===== src/rtl/isa16_pkg.sv =====
// isa16_pkg: shared types and constants for the 16-bit processor.
package isa16_pkg;
    localparam int IMEM_ADDR_W = 10;
    localparam logic [7:0] LOADER_SYNC = 8'hA5;
    typedef enum logic [3:0] {
        IDLE, LEN_HI, LEN_LO, DATA_HI, DATA_LO, WRITE, CHECK, DONE, ERROR
    } loader_state_t;
endpackage


===== src/rtl/imem_loader.sv =====
// imem_loader: writes a framed, XOR-checked byte stream into instruction memory
// and holds the core in reset until a verified image is in place.
module imem_loader
    import isa16_pkg::*;
#(
    parameter int         ADDR_W    = IMEM_ADDR_W,
    parameter logic [7:0] SYNC_BYTE = LOADER_SYNC
) (
    input  logic              clk,
    input  logic              resetn,
    input  logic              rx_valid,
    input  logic [7:0]        rx_byte,
    output logic              rx_ready,
    output logic              imem_we,
    output logic [ADDR_W-1:0] imem_addr,
    output logic [15:0]       imem_wdata,
    output logic              cpu_resetn,
    output logic              done,
    output logic              error
);
    // One extra index bit so a full 2^ADDR_W-word image still terminates.
    localparam int IW = ADDR_W + 1;
    loader_state_t     state_q, state_d;
    logic [IW-1:0]     idx_q, idx_d, len_q, len_d, nxt_idx;
    logic [7:0]        hi_q, hi_d, chk_q, chk_d;
    logic              we_q, we_d, done_q, done_d, err_q, err_d, run_q, run_d;
    logic [ADDR_W-1:0] addr_q, addr_d;
    logic [15:0]       wdata_q, wdata_d, n;
    logic              acc, sync, len_bad, chk_ok;
    assign rx_ready = state_q != WRITE;
    assign acc      = rx_valid && rx_ready;
    assign sync     = acc && rx_byte == SYNC_BYTE;
    assign n        = {hi_q, rx_byte};
    assign len_bad  = n == 16'd0 || 32'(n) > (32'd1 << ADDR_W);
    assign chk_ok   = rx_byte == chk_q;
    assign nxt_idx  = idx_q + IW'(1);
    always_comb begin
        state_d = state_q;
        idx_d   = idx_q;
        len_d   = len_q;
        hi_d    = hi_q;
        chk_d   = chk_q;
        we_d    = 1'b0;
        addr_d  = addr_q;
        wdata_d = wdata_q;
        done_d  = done_q;
        err_d   = err_q;
        run_d   = run_q;
        case (state_q)
            IDLE:    if (sync) state_d = LEN_HI;
            LEN_HI:  if (acc) begin
                hi_d    = rx_byte;
                state_d = LEN_LO;
            end
            LEN_LO:  if (acc) begin
                idx_d   = '0;
                chk_d   = '0;
                len_d   = n[IW-1:0];
                err_d   = len_bad;
                state_d = len_bad ? ERROR : DATA_HI;
            end
            DATA_HI: if (acc) begin
                hi_d    = rx_byte;
                chk_d   = chk_q ^ rx_byte;
                state_d = DATA_LO;
            end
            DATA_LO: if (acc) begin
                chk_d   = chk_q ^ rx_byte;
                we_d    = 1'b1;
                addr_d  = idx_q[ADDR_W-1:0];
                wdata_d = {hi_q, rx_byte};
                state_d = WRITE;
            end
            WRITE: begin
                idx_d   = nxt_idx;
                state_d = nxt_idx == len_q ? CHECK : DATA_HI;
            end
            CHECK:   if (acc) begin
                done_d  = chk_ok;
                run_d   = chk_ok;
                err_d   = !chk_ok;
                state_d = chk_ok ? DONE : ERROR;
            end
            DONE:    if (sync) begin
                done_d  = 1'b0;
                run_d   = 1'b0;
                state_d = LEN_HI;
            end
            ERROR:   if (sync) begin
                err_d   = 1'b0;
                state_d = LEN_HI;
            end
            default: state_d = IDLE;
        endcase
    end
    always_ff @(posedge clk or negedge resetn) begin
        if (!resetn) begin
            state_q <= IDLE;
            idx_q   <= '0;
            len_q   <= '0;
            hi_q    <= '0;
            chk_q   <= '0;
            we_q    <= 1'b0;
            addr_q  <= '0;
            wdata_q <= '0;
            done_q  <= 1'b0;
            err_q   <= 1'b0;
            run_q   <= 1'b0;
        end else begin
            state_q <= state_d;
            idx_q   <= idx_d;
            len_q   <= len_d;
            hi_q    <= hi_d;
            chk_q   <= chk_d;
            we_q    <= we_d;
            addr_q  <= addr_d;
            wdata_q <= wdata_d;
            done_q  <= done_d;
            err_q   <= err_d;
            run_q   <= run_d;
        end
    end
    assign imem_we    = we_q;
    assign imem_addr  = addr_q;
    assign imem_wdata = wdata_q;
    assign done       = done_q;
    assign error      = err_q;
    assign cpu_resetn = run_q & resetn;
endmodule


===== config.mk =====
export PLATFORM = sky130hd
export DESIGN_NAME = imem_loader
export DESIGN_NICKNAME = d
export VERILOG_FILES = /design/src/rtl/isa16_pkg.sv /design/src/rtl/imem_loader.sv
export SDC_FILE = /design/constraint.sdc
export NUM_CORES = 1
export LEC_CHECK = 0
export CAP_MARGIN = 10
export CORE_MARGIN = 3
export CORE_UTILIZATION = 48
export DETAILED_ROUTE_END_ITERATION = 8
export GPL_TIMING_DRIVEN = 0
export PLACE_DENSITY = 0.72
export SLEW_MARGIN = 20
export SYNTH_ARGS = -nofsm -noshare
export SYNTH_HDL_FRONTEND = slang
export SYNTH_SLANG_ARGS = --single-unit

===== constraint.sdc =====
create_clock -name clk -period 2.7 [get_ports clk]
set_clock_uncertainty 0.15 [all_clocks]
set_input_delay 0.81 -clock clk [delete_from_list [all_inputs] [get_ports clk]]
set_output_delay 0.81 -clock clk [all_outputs]
set_load 0.05 [all_outputs]

==> flow_summary.yaml <==
power:
  p_per_area_nw_per_um2: 1080
  fin_total_pwr_uw: 4800
  p_switching_uw: 2040
  clkPwrFrac_pct: 17.1
  max-vdd-ir-drop_mv: 0.689
  p_int_uw: 2760
  combPwrFrac_pct: 46.5
  switching_share_pct: 42.5
  pwr-share-seq_pct: 36.4
  leakage_uw: 0.00190
global_route:
  antenna_found_initial: 0
  grt_pass1_vias: 2725
  overflow: 0
  grt_usage_pct: 20.2
  grt_max_degree: 44
  grt_pass1_wl_microns: 13600
sta:
  rsz0062_at_grt: "yes"
  hold_viol: 0
  fin_ws_ns: -0.0360
  setup_viol: 2
  holdWs_ns: 0.157
  slew_headroom_pct: 54.4
  finalSetupTns_ns: -0.0465
  tightest_slew_ns: 0.680
  max_freq_ghz: 0.365
  finalMaxSlewViolations: 0
  post-route-period-util_pct: 101
  min_period_ns: 2.74
yosys:
  ys.flop_type: "dfrtp_1"
  netlist-cell-type-count: 52
  syn_avg_cell_area_sq_um: 10.7
  yosysMostFrequentCell: "dfrtp_1"
  syn_inst: 332
  yosysTopAreaCell: "dfrtp_1"
  syn-num-nets: 344
  ys_seq_area_share_pct: 49.9
  synth_edf_count: 0
  synthTopCellsByArea: "dfrtp_1 50%, mux2_2 14%, o21ai_0 5.5%, xnor2_1 3.7%, nor2_1 2.5%"
  syn_area_sq_um: 3560
  async_reset_ff_share_pct: 100
  synth_common_cells: "71 x dfrtp_1, 45 x mux2_2, 39 x o21ai_0"
  ys_ff_latch: 71
  yosysWarningCount: 0
  synth.top_cell.area_share_pct: 49.9
detailed_routing:
  detail-route-antenna-nets: 0
  wl_per_cell_microns: 16.1
  via_per_inst: 5.59
  drt_wl_total_microns: 7960
  drt-initial-drc-count: 101
  num_vias: 2763
  drcViolationCount: 0
  first_pass_iters: 4
placed_design:
  numPortBuffers: 39
  dp.final_hpwl_microns: 5410
  place_congestion: 0.877
  placed_cell_area_sq_um: 4100
status:
  violations: "negative setup slack"
  status: "finished with violations"
clocking:
  cts_tree: "yes"
  numCtsBuffers: 9
  cts_buffer_depth: 2
  hold_buffers: 0
  clock_latency_ns: 0.36
  clk_pin_slew_ns: 0.09
  clkSinkCount: 71
  cts-root-buf: "clkbuf_8"
  cts_max_level: 3
critical_path:
  critPathMaxFanout: 7
  cp.required_ns: 2.77
  crit_arrival_ns: 2.81
  setup.worst_path.start_class: "input port"
  crit_top_cell: "or4_4"
  path_delay_family: "simple AND/OR/NAND/NOR gates"
  crit_slowest_cell: "or4_4"
  path_class: "input port to register"
  worst-path-buf-inv: 1
  max_stage_delay_ns: 0.55
  path_cells: "clkdlybuf4s15_2 > or4_4 > or4_4 > mux2i_4 > a21o_2 > a21oi_1 > o21ai_0"
  end_kind: "register"
flow_run:
  timing.max_cap.violations: 0
die:
  die_x_microns: 92.2
  pin_count: 42
  coreArea_sq_um: 6980
  rows: 30
  die-area_sq_um: 8490
  die_h_microns: 92.2
  start_util_pct: 51.0
final_layout:
  nets: 405
  drive_above_1_share_pct: 27.6
  final_area_sq_um: 4450
  syn_to_final_growth_pct: 25.0
  diodes: 0
hold_path:
  min_path_type: "input port to async pin"
[repair_timing]
item                       in CTS  in global routing
buffers inserted                4                  7
resized for setup              37                 22
pin swaps                       1                  1
setup endpoints to repair       8                 43
[path summary, 6_finish.rpt]
kind,end,cells past startpoint,from,slack [ns]
max,state_q[1]$_DFFE_PN0P_,7,rx_byte[4],-0.04
min,run_q$_DFFE_PN0P_,1,resetn,0.16
max reg2reg,imem_wdata[12]$_DFFE_PN0P_,6,state_q[3]$_DFFE_PN0P_,0.20
min reg2reg,imem_addr[7]$_DFFE_PN0P_,1,imem_addr[7]$_DFFE_PN0P_,0.36
max in group asynchronous,state_q[2]$_DFFE_PN0P_,2,resetn,1.73
min in group clk,imem_addr[7]$_DFFE_PN0P_,1,imem_addr[7]$_DFFE_PN0P_,0.36
[power groups by stage]
stage / Combinational, uW / Sequential, uW / Clock [uW]
6_report: 2230 / 1750 / 820
5_1_grt: 2410 / 1800 / 884
4_1_cts: 2150 / 1750 / 838
3_5_place_dp: 2090 / 1750 / 0
3_3_place_gp: 2050 / 1730 / 0
2_1_floorplan: 1030 / 2180 / 0
[kinds of logic (layout without fill, tap and decap cells)]
| family | after synthesis | count (layout) | share of synthesized area, % |
|---|---|---|---|
| fa+ha+maj | 1 | 1 | 0.351 |
| xor+xnor | 21 | 21 | 5.16 |
| simple gates | 99 | 99 | 15.2 |
| buf+inv | 24 | 90 | 2.74 |
| compound gates | 68 | 68 | 11.7 |
| mux | 48 | 48 | 15.1 |
| flops | 71 | 71 | 49.9 |
[metrics by stage]
step	cells	worst slack, ns	utilization [%]
2_1_floorplan	332	0.0295	-
3_3_place_gp	467	-3.06	58.5
3_5_place_dp	468	-0.997	58.7
4_1_cts	487	-0.0885	62.7
5_1_grt	494	-0.0665	63.8
6_report	494	-0.0360	63.8
[placed cells by master, fill, tap and decap left out, drive strengths merged, types with 3 or more instances in the layout]
master,synthesis,routed
clkdlybuf4s50,0,29
nor3b,3,3
nor3,4,4
o21ai,39,39
clkbuf,15,24
nand3,10,10
and2,3,3
clkinvlp,0,3
o31ai,5,5
a21o,3,3
nor2,24,24
buf,5,22
a21oi,6,6
mux2i,3,3
inv,4,7
nor4,4,4
mux2,45,45
or4,3,3
or2,3,3
nor2b,4,4
xnor2,15,15
xor2,6,6
nand2,15,15
nand2b,10,10
nand4,4,4
dfrtp,71,71
[state kept, by name, summed over array words and instances (netlist names)]
signal and cells:
chk_q 8, error 1, hi_q 8, idx_q 11, imem_addr 10, imem_wdata 16
imem_we 1, len_q 11, run_q 1, state_q 4
[area by class of cell]
class                      instances  area, sq um
sequential                        71         1780
fill                             577         2530
clock buffer                       9          124
timing repair buffer              51          484
inverter                           4         18.8
tap                               96          120
multi-input combinational        237         1760
clock inverter                     7         63.8
buffer                            19          104
[layer usage]
layer,GRT usage (%),vias up,wire (microns)
met4,6.31,0,121
met1,27.5,1376,3640
met2,31.9,73,3780
li1,-,1303,-
met3,4.84,11,414
met5,0,-,0
Power figures use the tool's default switching activity.
